--- config.mk ---
export PLATFORM = sky130hd
export DESIGN_NAME = peripheral_division_32
export DESIGN_NICKNAME = d
export VERILOG_FILES = /design/src/rtl/peripheral_division_32_pkg.sv /design/src/rtl/div32_core.sv /design/src/rtl/peripheral_division_32.sv
export SDC_FILE = /design/constraint.sdc
export NUM_CORES = 1
export LEC_CHECK = 0
export ABC_AREA = 0
export BUFFER_PORTS_ARGS = -buffer_cell sky130_fd_sc_hd__buf_2
export CAP_MARGIN = 20
export CELL_PAD_IN_SITES_DETAIL_PLACEMENT = 1
export CELL_PAD_IN_SITES_GLOBAL_PLACEMENT = 1
export CORE_UTILIZATION = 35
export DETAILED_ROUTE_END_ITERATION = 8
export PLACE_DENSITY_LB_ADDON = 0.1
export SYNTH_ARGS = -nofsm -noshare
export SYNTH_HDL_FRONTEND = slang
export SYNTH_SLANG_ARGS = --single-unit
--- constraint.sdc ---
create_clock -name clk -period 4.96 [get_ports clk]
set_input_delay 0.992 -clock clk [delete_from_list [all_inputs] [get_ports clk]]
set_output_delay 0.992 -clock clk [all_outputs]
set_load 0.01 [all_outputs]
--- src/rtl/peripheral_division_32_pkg.sv ---
`default_nettype none
// ============================================================================
//  Module      : peripheral_division_32_pkg
//  Description : Shared register offsets and divider FSM state encoding for
//                the memory-mapped 32-bit divider.
//  Revision    : 1.0 - initial release
// ============================================================================
package peripheral_division_32_pkg;

    // Register offsets (byte addresses, even only)
    localparam logic [3:0] ADDR_GO      = 4'h0;
    localparam logic [3:0] ADDR_DVD_HI  = 4'h2;
    localparam logic [3:0] ADDR_DVD_LO  = 4'h4;
    localparam logic [3:0] ADDR_DVS_HI  = 4'h6;
    localparam logic [3:0] ADDR_DVS_LO  = 4'h8;
    localparam logic [3:0] ADDR_DONE    = 4'hA;
    localparam logic [3:0] ADDR_QUOT_HI = 4'hC;
    localparam logic [3:0] ADDR_QUOT_LO = 4'hE;

    // Divider core sequencing
    typedef enum logic [1:0] {
        ST_IDLE = 2'd0,
        ST_RUN  = 2'd1,
        ST_FIN  = 2'd2
    } div_state_t;

endpackage
`default_nettype wire

--- src/rtl/div32_core.sv ---
`default_nettype none
// ============================================================================
//  Module      : div32_core
//  Description : Restoring shift-subtract unsigned divider, one quotient bit
//                per clock. Operands are latched on start so the bus side is
//                free to rewrite them while a division runs. A zero divisor
//                naturally yields an all-ones quotient.
//  Revision    : 1.0 - initial release
// ============================================================================
module div32_core
    import peripheral_division_32_pkg::*;
#(
    parameter int WIDTH = 32
) (
    input  logic             clk,
    input  logic             rst,          // asynchronous, active low
    input  logic             start,
    input  logic [WIDTH-1:0] dividend,
    input  logic [WIDTH-1:0] divisor,
    output logic [WIDTH-1:0] quotient,
    output logic             busy,
    output logic             done_pulse,
    output logic             div0
);

    localparam int               CNT_W    = $clog2(WIDTH);
    localparam logic [CNT_W-1:0] CNT_LAST = CNT_W'(WIDTH - 1);

    div_state_t       r_state;
    logic [CNT_W-1:0] r_cnt;
    logic [WIDTH-1:0] r_rem;
    logic [WIDTH-1:0] r_work;   // dividend shifts out the top, quotient bits shift in
    logic [WIDTH-1:0] r_dvs;
    logic [WIDTH-1:0] r_quot;
    logic             r_div0;

    logic [WIDTH:0]   w_shift;
    logic [WIDTH:0]   w_diff;
    logic             w_fits;

    // Partial remainder with next dividend bit appended; no borrow means it fits
    assign w_shift = {r_rem, r_work[WIDTH-1]};
    assign w_diff  = w_shift - {1'b0, r_dvs};
    assign w_fits  = ~w_diff[WIDTH];

    // Sequencer: latch on start, iterate WIDTH times, publish result in FIN
    always_ff @(posedge clk or negedge rst) begin
        if (!rst) begin
            r_state <= ST_IDLE;
            r_cnt   <= '0;
            r_rem   <= '0;
            r_work  <= '0;
            r_dvs   <= '0;
            r_quot  <= '0;
            r_div0  <= 1'b0;
        end else begin
            case (r_state)
                ST_IDLE: begin
                    if (start) begin
                        r_rem   <= '0;
                        r_work  <= dividend;
                        r_dvs   <= divisor;
                        r_div0  <= (divisor == '0);
                        r_cnt   <= CNT_LAST;
                        r_state <= ST_RUN;
                    end
                end
                ST_RUN: begin
                    r_rem  <= w_fits ? w_diff[WIDTH-1:0] : w_shift[WIDTH-1:0];
                    r_work <= {r_work[WIDTH-2:0], w_fits};
                    if (r_cnt == '0) begin
                        r_state <= ST_FIN;
                    end else begin
                        r_cnt <= r_cnt - CNT_W'(1);
                    end
                end
                ST_FIN: begin
                    r_quot  <= r_work;
                    r_state <= ST_IDLE;
                end
                default: r_state <= ST_IDLE;
            endcase
        end
    end

    assign quotient   = r_quot;
    assign busy       = (r_state != ST_IDLE);
    assign done_pulse = (r_state == ST_FIN);
    assign div0       = r_div0;

endmodule
`default_nettype wire

--- src/rtl/peripheral_division_32.sv ---
`default_nettype none
// ============================================================================
//  Module      : peripheral_division_32
//  Description : 16-bit bus register file and read mux around div32_core.
//                Start fires on a 0->1 write of the GO bit while the core is
//                idle. Optional macro DIVZERO_FLAG_EN exposes the
//                divide-by-zero flag of the last operation in DONE bit1.
//  Revision    : 1.0 - initial release
// ============================================================================
module peripheral_division_32
    import peripheral_division_32_pkg::*;
#(
    parameter int WIDTH = 32,
    parameter int BUS_W = 16
) (
    input  logic             clk,
    input  logic             rst,      // asynchronous, active low
    input  logic [BUS_W-1:0] d_in,
    input  logic             cs,
    input  logic [3:0]       addr,
    input  logic             rd,
    input  logic             wr,
    output logic [BUS_W-1:0] d_out
);

    logic             r_go;
    logic [WIDTH-1:0] r_dividend;
    logic [WIDTH-1:0] r_divisor;
    logic             r_done;

    logic             w_start;
    logic             w_busy;
    logic             w_done_pulse;
    logic [WIDTH-1:0] w_quotient;
    logic [BUS_W-1:0] w_done_word;
    logic [BUS_W-1:0] w_rd_data;

    // Stored GO goes 0->1 on this write; ignored while a division is in flight
    assign w_start = cs && wr && (addr == ADDR_GO) && d_in[0] && !r_go && !w_busy;

`ifdef DIVZERO_FLAG_EN
    logic w_div0;
    logic r_div0_flag;

    // Divide-by-zero flag follows DONE: cleared at start, set at completion
    always_ff @(posedge clk or negedge rst) begin
        if (!rst) begin
            r_div0_flag <= 1'b0;
        end else if (w_start) begin
            r_div0_flag <= 1'b0;
        end else if (w_done_pulse) begin
            r_div0_flag <= w_div0;
        end
    end

    assign w_done_word = {{(BUS_W-2){1'b0}}, r_div0_flag, r_done};
`else
    assign w_done_word = {{(BUS_W-1){1'b0}}, r_done};
`endif

    div32_core #(
        .WIDTH (WIDTH)
    ) u_core (
        .clk        (clk),
        .rst        (rst),
        .start      (w_start),
        .dividend   (r_dividend),
        .divisor    (r_divisor),
        .quotient   (w_quotient),
        .busy       (w_busy),
        .done_pulse (w_done_pulse),
`ifdef DIVZERO_FLAG_EN
        .div0       (w_div0)
`else
        .div0       ()
`endif
    );

    // Bus writes into GO and operand halves; read-only and odd offsets drop
    always_ff @(posedge clk or negedge rst) begin
        if (!rst) begin
            r_go       <= 1'b0;
            r_dividend <= '0;
            r_divisor  <= '0;
        end else if (cs && wr) begin
            case (addr)
                ADDR_GO:     r_go                     <= d_in[0];
                ADDR_DVD_HI: r_dividend[WIDTH-1:BUS_W] <= d_in;
                ADDR_DVD_LO: r_dividend[BUS_W-1:0]     <= d_in;
                ADDR_DVS_HI: r_divisor[WIDTH-1:BUS_W]  <= d_in;
                ADDR_DVS_LO: r_divisor[BUS_W-1:0]      <= d_in;
                default: ;
            endcase
        end
    end

    // DONE is cleared at start and held from completion until the next start
    always_ff @(posedge clk or negedge rst) begin
        if (!rst) begin
            r_done <= 1'b0;
        end else if (w_start) begin
            r_done <= 1'b0;
        end else if (w_done_pulse) begin
            r_done <= 1'b1;
        end
    end

    // Read mux; unmapped offsets return zero
    always_comb begin
        w_rd_data = '0;
        case (addr)
            ADDR_GO:      w_rd_data = {{(BUS_W-1){1'b0}}, r_go};
            ADDR_DVD_HI:  w_rd_data = r_dividend[WIDTH-1:BUS_W];
            ADDR_DVD_LO:  w_rd_data = r_dividend[BUS_W-1:0];
            ADDR_DVS_HI:  w_rd_data = r_divisor[WIDTH-1:BUS_W];
            ADDR_DVS_LO:  w_rd_data = r_divisor[BUS_W-1:0];
            ADDR_DONE:    w_rd_data = w_done_word;
            ADDR_QUOT_HI: w_rd_data = w_quotient[WIDTH-1:BUS_W];
            ADDR_QUOT_LO: w_rd_data = w_quotient[BUS_W-1:0];
            default:      w_rd_data = '0;
        endcase
    end

    // Registered read data, zero whenever no read is addressed to us
    always_ff @(posedge clk or negedge rst) begin
        if (!rst) begin
            d_out <= '0;
        end else if (cs && rd) begin
            d_out <= w_rd_data;
        end else begin
            d_out <= '0;
        end
    end

endmodule
`default_nettype wire

* Word-level counts from Yosys, hierarchy flattened
Index checks and enable logic that the tools add are counted.
** Cells by class
- Add/subtract/negate cells :: 2
- $mul :: 0
- Divide/modulo/power cells :: 0
- $lt $le $gt $ge :: 0
- Equal/unequal tests :: 12
- Shift-type cells :: 0
- Muxes and demuxes :: 15
- Bitwise logic cells :: 1
- Reduce and logical (&&, ||, !) cells :: 23
** Operators with widths (count)
- 16-bit case mux with 8 select lines :: 1
- 32-bit case mux with 2 select lines :: 2
- 32-bit two-way mux :: 3
- 33-bit by 32-bit subtractor with 33-bit output :: 1
- 4-bit equality test (second input constant) :: 4
- 16-bit two-way mux :: 1
- 2-bit AND reduction :: 8
- 5-bit two-way mux :: 2
- 5-bit case mux with 2 select lines :: 1
- 4-bit by 3-bit equality test with 1-bit output (second input constant) :: 2
- 1-bit logical AND :: 6
- 2-bit nonzero test :: 3
- 5-bit zero test :: 1
- 5-bit by 1-bit subtractor with 5-bit output (second input constant) :: 1
- 4-bit by 2-bit equality test with 1-bit output (second input constant) :: 1
- 4-bit zero test :: 1
- 2-bit two-way mux :: 2
- 2-bit by 1-bit inequality test with 1-bit output (second input constant) :: 2
- 2-bit case mux with 2 select lines :: 1
- 3-bit AND reduction :: 1
- 2-bit by 1-bit equality test with 1-bit output (second input constant) :: 1
- 2-bit equality test (second input constant) :: 1
- 1-bit zero test :: 2
- 2-bit zero test :: 1
- other kinds (3) :: 4
** Word-level totals
- Register bits :: 217
- Bits in latches :: 0
- RAM bits :: 0
- Bits in read-only memories :: 0
- Output and inout port bits :: 16
- Logic and storage cells :: 66
- Memories :: 0

* Depth between registers and ports, before layout
Gate-level depths: netlist (run 1).
- Depth after elaboration :: 7
- Depth in mapped cells :: 15
- Mapped depth without buffers :: 13

* By module
A second synthesis (run 1) with hierarchy kept.
** Second synthesis, totals
- Cells, all modules :: 1117
- Area total of the unflattened synthesis :: 11506.0 µm²
** By module, submodules not included
- div32_core :: times used 1, cells an instance 819, area an instance 7433.4 µm², sequential area each 3403.3 µm²
- peripheral_division_32 :: times used 1, cells an instance 298, area an instance 4072.7 µm², sequential area each 2052.0 µm²

* Worst setup path after synthesis (run 1)
Ideal clock, no wire load.
- Path type :: flip-flop to flip-flop
- Start point :: register u_core.r_work[31]
- End point :: register u_core.r_rem[10]
- Arrival :: 2.852 ns
- Path slack :: 1.976 ns
- Cell stages (with the launch flop) :: 16
- Buffers on the path :: 2
- Period minus slack after synthesis :: 2.984 ns
- Path through :: dfrtp_1 > inv_1 > ha_1 > inv_1 > fa_1 > a211oi_2 > o21ai_2 > o21a_1 > or2_1 > a21o_1 > a211o_1 > o211ai_2 > buf_6 > buf_12 > mux2i_1 > o21ai_1
** On the way
- Longest elaborated chain between the ends :: 3
** RTL lines
- from (decl) :: RTL line div32_core.sv:32 : logic [WIDTH-1:0] r_work;
- from (signal assigned) :: RTL line div32_core.sv:61 : r_work <= dividend;
- from (signal assigned) :: RTL line div32_core.sv:70 : r_work <= {r_work[WIDTH-2:0], w_fits};
- 33-bit by 32-bit subtractor with 33-bit output :: RTL line div32_core.sv:43 : assign w_diff = w_shift - {1'b0, r_dvs};
- 32-bit two-way mux :: RTL line div32_core.sv:69 : r_rem <= w_fits ? w_diff[WIDTH-1:0] : w_shift[WIDTH-1:0];
- 32-bit case mux with 2 select lines :: RTL line div32_core.sv:57 : case (r_state)
- to (signal assigned) :: RTL line div32_core.sv:69
- to (decl) :: RTL line div32_core.sv:31 : logic [WIDTH-1:0] r_rem;
Every way passes these cells.
A chain may end at the register's enable or synchronous reset.

* Worst setup path in the final report (run 1)
- Start point :: register u_core.r_work[31]
- End point :: register u_core.r_rem[19]
The elaborated chain is that of the path after synthesis.

==> results of run 1 <==
routing by layer:
layer / part of all wire (%) / vias to the layer above / wire [µm] / GRT usage (%)
met1: 49 / 4129 / 15400 / 29.6
met2: 47 / 95 / 14800 / 33.9
li1: - / 3724 / - / -
met5: 0 / - / 0 / 0
met4: 1.5 / 0 / 486 / 4.20
met3: 2.7 / 30 / 839 / 2.42
through the flow:
| step | utilization (%) | instance area [µm²] |
|---|---|---|
| after floorplan | - | 10800 |
| after global placement | 38.0 | 11400 |
| after detailed placement | 38.0 | 11400 |
| after CTS | 40.7 | 12200 |
| after global routing | 40.8 | 12200 |
| final | 40.8 | 12200 |
registers in the layout (all words and copies together) (netlist names):
signal / count
r_done: 1
u_core.r_state: 2
u_core.r_work: 32
u_core.r_dvs: 32
d_out: 16
u_core.r_cnt: 5
r_divisor: 32
u_core.quotient: 32
r_dividend: 32
u_core.r_rem: 32
r_go: 1
final timing paths:
check,startpoint,end,slack (ns),depth (start not counted)
min reg2reg,u_core.r_dvs[0]$_DFFE_PN0P_,u_core.r_dvs[0]$_DFFE_PN0P_,0.48,2
min in group clk,u_core.r_dvs[0]$_DFFE_PN0P_,u_core.r_dvs[0]$_DFFE_PN0P_,0.48,2
min,rst,u_core.r_rem[28]$_DFFE_PN0P_,0.45,1
max in group asynchronous,rst,u_core.quotient[19]$_DFFE_PN0P_,3.42,2
max,u_core.r_work[31]$_DFFE_PN0P_,u_core.r_rem[19]$_DFFE_PN0P_,1.54,14
max reg2reg,u_core.r_work[31]$_DFFE_PN0P_,u_core.r_rem[19]$_DFFE_PN0P_,1.54,14
power groups by stage:
stage	clock network (mW)	logic, mW	registers [mW]
after floorplan	0	1.16	2.46
after global placement	0	1.44	2.57
after detailed placement	0	1.47	2.58
after CTS	1.87	1.48	2.55
after global routing	1.94	1.65	2.62
final	1.82	1.48	2.56
layout make-up:
class,instances,area share (%)
Inverter,40,1.23
Sequential cell,217,44.4
Multi-Input combinational cell,702,40.8
Tap cell,390,3.99
Clock inverter,8,0.573
Antenna cell,1,0.0205
Timing Repair Buffer,56,3.04
Clock buffer,36,6.02
cells in the mapped netlist, drive strengths merged, types with 2 or more instances:
master / count
o22ai: 31
clkbuf: 42
dfrtp: 217
mux2i: 27
nor2: 80
a21o: 14
inv: 40
nand4b: 2
nor2b: 3
nand3: 20
buf: 15
or4b: 2
xor2: 8
xnor2: 22
mux2: 96
nor3: 14
a211o: 3
and4: 4
a211oi: 5
and3: 9
o211ai: 5
a22oi: 47
o21a: 5
nand4: 6
a221o: 4
o21ai: 82
nor4: 4
ha: 34
nand2: 82
or4: 3
a21oi: 33
nand2b: 9
and2: 6
a31oi: 19
a32oi: 2
mux4: 2
cell families after synthesis:
family,count (synthesis)
multiplexers,125
AND/OR/NAND/NOR,250
XOR/XNOR,30
AO/OA/AOI/OAI,262
flip-flops,217
buffers and inverters,97
adder cells (fa/ha/maj),35
worst max-delay path: cells and delay by family (launching register included):
family,cells,cell delay (ns)
compound gates,6,1.19
simple gates,3,0.81
fa+ha+maj,2,0.60
flops,1,0.37
buf+inv,3,0.36
==> impl_metrics.tcl, run 1 <==
set metrics [dict create \
    status "finished clean" \
    relSlewSlack_pct 26.3 \
    fmax_ghz 0.292 \
    startpoint_type "flip-flop" \
    postRouteAntennaNets 0 \
    synth_compound_area_share_pct 15.5 \
    numPlacedInstances 1403 \
    irDropWorstVdd_mv 0.260 \
    cellInternalPower_mw 3.96 \
    ys_seq_area_share_pct 50.4 \
    antenna_found_initial 1 \
    path_class "reg2reg" \
    grt_pass1_vias 8403 \
    crit_path_cell_trace "inv_1 > ha_1 > inv_1 > fa_1 > a211oi_2 > o21ai_2 > o21a_1 > or2_1 > a21o_1 > a21oi_2 > o211ai_4 > buf_12 > or4b_1 > nand3_1" \
    nets 1102 \
    die_x_um 178 \
    syn-num-nets 1076 \
    yosys.area_share.xor_xnor_pct 2.44 \
    drc_errors 0 \
    core_mm2 0.0300 \
    ys_types 67 \
    grt.overflow.total 0 \
    wl_per_cell_um 21.7 \
    drtIter0Drc 343 \
    io_buffers 40 \
    yosys_warnings 0 \
    clkTransAtPathRegs_ns 0.06 \
    tritoncts "yes" \
    grt.total_usage_pct 20.8 \
    synth_top_family_by_area "compound AO/OA/AOI/OAI gates" \
    dieArea_mm2 0.0315 \
    io_pins 41 \
    syn_area_mm2 0.0108 \
    p_switching_mw 1.89 \
    cts.sinks 217 \
    ys.flop_type "dfrtp_1" \
    rsz0062_at_grt "no" \
    cp_slowest_cell "or4b_1" \
    crit_arrival_ns 3.86 \
    drv_slew 0 \
    final.period_utilization_pct 69.0 \
    mostFrequentLayoutCells "dfrtp_1 (217), mux2_2 (96), nand2_1 (82)" \
    multi_input_area_mm2 0.00499 \
    p_leak_nw 5.75 \
    critical_path_required_ns 5.40 \
    ctsLongestPathBuffers 3 \
    clkPwrFrac_pct 31.1 \
    muxShareOfSynthArea_pct 12.9 \
    synthAdderAreaFrac_pct 4.13 \
    fin_ws_ns 1.54 \
    async_flop_share_pct 100 \
    final_cells 1450 \
    vias 7978 \
    p_sw_share_pct 32.3 \
    share_comb_of_total_power_pct 25.2 \
    synth-edff-count 0 \
    fillers 3324 \
    cp-end-kind "flip-flop" \
    cts_root_buf "clkbuf_16" \
    grt_max_degree 97 \
    max_cap_violations 0 \
    post-cts-setup-buffers 0 \
    pwr-share-seq_pct 43.7 \
    worstMarginPinSlew_ns 1.10 \
    cts_hold_buf 0 \
    period_minus_slack_ns 3.42 \
    place_hpwl_um 20500 \
    slowest_delay_ns 0.47 \
    row_count 63 \
    holdWs_ns 0.447 \
    clk_latency_ns 0.52 \
    synth_area_leaders "dfrtp_1 (50%), mux2_2 (10%), ha_1 (3.9%), a22oi_1 (3.3%), nand2_1 (2.9%)" \
    viasPerCell 5.50 \
    power_mw 5.85 \
    worstPathMaxFanout 24 \
    final_common_cell "dfrtp_1" \
    grt_pass1_wl_um 50500 \
    post-place-ws_ns 1.20 \
    syn_avg_cell_area_um2 10.6 \
    fin_setup_tns_ns 0 \
    yosys.area_share.simple_pct 10.7 \
    ys_seq_elements 217 \
    drive_gt1_share_pct 20.0 \
    cts_resized 0 \
    htreeDepth 1 \
    cp_common_cell "inv_1" \
    powerDensity_mw_per_mm2 478 \
    layout.area.seq_mm2 0.00543 \
    finalHoldViolCount 0 \
    globalplace.congestion 0.815 \
    die_h_um 178 \
    hold_class "in2async" \
    cts-buffers-inserted 25 \
    drt-pass1-iter-count 4 \
    yosysTopAreaCell "dfrtp_1" \
    clock_skew_ns 0.0201 \
    initial_core_util_pct 36.0 \
    finalWirelength_um 31500 \
    synthCells 1016 \
    setup_viol 0 \
    syn2layout_area_growth_pct 13.5 \
    netlist.area_leader.share_pct 50.4 \
]
(Power assumes the default switching activity.)
==> run 2, diff against run 1 <==
- clock period: 4.96 -> 2.99 ns (I/O delays scaled with it)
==> impl_metrics.tcl, run 2 (same netlist as run 1, synthesis figures left out) <==
set metrics [dict create \
    status "finished, violations left" \
    violations "negative setup slack" \
    ff2ff_path_depth 14 \
    worstMarginPinSlew_ns 1.03 \
    slowest_delay_ns 0.39 \
    final_common_cell "dfrtp_1" \
    clkPwrFrac_pct 28.8 \
    r2r_slack_ns -0.16 \
    grt_pass1_wl_um 51400 \
    cts-buffers-inserted 25 \
    crit_end "u_core.r_rem[20]$_DFFE_PN0P_" \
    powerDensity_mw_per_mm2 779 \
    clock_skew_ns 0.00613 \
    clkTransAtPathRegs_ns 0.06 \
    drt-pass1-iter-count 4 \
    htreeDepth 1 \
    grt_pass1_vias 8710 \
    irDropWorstVdd_mv 0.423 \
    hold_class "in2async" \
    drv_slew 0 \
    p_sw_share_pct 32.4 \
    startpoint_type "flip-flop" \
    critical_path_required_ns 3.37 \
    grt_max_degree 82 \
    p_leak_nw 5.96 \
    multi_input_area_mm2 0.00506 \
    fin_ws_ns -0.155 \
    io_buffers 40 \
    drive_gt1_share_pct 23.6 \
    core_mm2 0.0300 \
    period_minus_slack_ns 3.15 \
    cp-end-kind "flip-flop" \
    globalplace.congestion 0.765 \
    p_switching_mw 3.19 \
    viasPerCell 5.42 \
    place_hpwl_um 21400 \
    final_cell_area_mm2 0.0127 \
    nets 1151 \
    grt.overflow.total 0 \
    postRouteAntennaNets 0 \
    mostFrequentLayoutCells "dfrtp_1 (217), mux2_2 (96), nand2_1 (82)" \
    worstPathMaxFanout 8 \
    share_comb_of_total_power_pct 28.1 \
    clk_latency_ns 0.52 \
    max_cap_violations 0 \
    finalHoldViolCount 0 \
    cellInternalPower_mw 6.66 \
    vias 8109 \
    row_count 63 \
    r2r-end "u_core.r_rem[20]$_DFFE_PN0P_" \
    crit_arrival_ns 3.53 \
    fmax_ghz 0.318 \
    antenna_found_initial 1 \
    die_h_um 178 \
    pwr-share-seq_pct 43.1 \
    final_core_utilization_pct 42.2 \
    relSlewSlack_pct 31.1 \
    io_pins 41 \
    syn2layout_area_growth_pct 17.4 \
    finalWirelength_um 32000 \
    grt.total_usage_pct 21.1 \
    rsz0062_at_grt "yes" \
    post-place-ws_ns -0.303 \
    die_x_um 178 \
    wl_per_cell_um 21.4 \
    fillers 3326 \
    drc_errors 0 \
    path_class "reg2reg" \
    dieArea_mm2 0.0315 \
    ctsLongestPathBuffers 3 \
    cp_common_cell "inv_2" \
    r2r_start "u_core.r_work[31]$_DFFE_PN0P_" \
    cts_root_buf "clkbuf_16" \
    setup_viol 31 \
    crit_path_start "u_core.r_work[31]$_DFFE_PN0P_" \
    tritoncts "yes" \
    drtIter0Drc 353 \
    cts.sinks 217 \
    crit_path_cell_trace "inv_2 > ha_4 > inv_2 > fa_2 > a211oi_2 > o21ai_2 > o21a_1 > or2_1 > a21o_1 > a211o_1 > o211ai_4 > buf_6 > mux2i_1 > o21ai_1" \
    final.period_utilization_pct 105 \
    layout.area.seq_mm2 0.00543 \
    power_mw 9.86 \
    placed_cell_area_mm2 0.0117 \
    initial_core_util_pct 36.0 \
    cp_slowest_cell "dfrtp_1" \
]
-- run 2: stage by stage --
stage          instances  hold slack [ns]  setup TNS (ns)
6_report            1496          0.00616           -3.11
5_1_grt             1496           0.0435           -8.01
4_1_cts             1492           0.0294           -4.83
3_5_place_dp        1443            0.492           -6.93
3_3_place_gp        1443            0.478           -3.70
2_1_floorplan       1016            0.302               0
-- run 2: what timing repair did --
action                                 in CTS  in global routing
pin swaps                                   7                  8
gates resized for setup                    15                 10
endpoints found under the hold margin       0                  0
setup buffers                               6                  3
hold buffers                                0                  0
cloned                                      2                  0
setup endpoints to repair                  33                 33
-- run 2: worst min path at each step --
stage / start / endpoint / slack [ns] / depth (start not counted)
after floorplan: rst / d_out[0]$_DFF_PN0_ / 0.30 / 0
after CTS: rst / u_core.r_dvs[28]$_DFFE_PN0P_ / 0.03 / 1
after detailed placement: u_core.r_dvs[0]$_DFFE_PN0P_ / u_core.r_dvs[0]$_DFFE_PN0P_ / 0.49 / 2
after global routing: rst / u_core.r_dvs[28]$_DFFE_PN0P_ / 0.04 / 1
final: rst / u_core.r_dvs[28]$_DFFE_PN0P_ / 0.006 / 1
after global placement: u_core.r_dvs[0]$_DFFE_PN0P_ / u_core.r_dvs[0]$_DFFE_PN0P_ / 0.48 / 2
-- run 2: metal layers --
layer | global-route usage (%) | share of wire, % | vias up
met5 | 0 | 0 | -
met4 | 3.74 | 1.3 | 0
met3 | 2.31 | 2.8 | 32
met2 | 35.7 | 48 | 95
met1 | 29.3 | 48 | 4170
li1 | - | - | 3812
-- run 2: worst max-delay path: cells and delay by family, from the launching register on --
| family | cells | cell delay (ns) |
|---|---|---|
| AOI/OAI and AO/OA | 7 | 1.34 |
| adders and majority gates | 2 | 0.47 |
| buffers and inverters | 3 | 0.33 |
| DFF | 1 | 0.39 |
| muxes | 1 | 0.22 |
| and+or+nand+nor | 1 | 0.24 |
-- run 2: cell type report --
class	instances	area share [%]
Antenna cell	1	0.0198
Clock buffer	38	5.49
Clock inverter	3	0.316
Inverter	40	1.19
Multi-Input combinational cell	703	40.0
Sequential cell	217	42.9
Tap cell	390	3.86
Timing Repair Buffer	104	6.27
-- run 2: power groups by stage --
stage / Clock, mW / Sequential [mW] / Combinational [mW]
3_5_place_dp: 0 / 4.30 / 2.62
2_1_floorplan: 0 / 4.08 / 1.93
4_1_cts: 2.93 / 4.25 / 2.74
6_report: 2.83 / 4.25 / 2.77
3_3_place_gp: 0 / 4.29 / 2.57
5_1_grt: 3.02 / 4.35 / 3.09
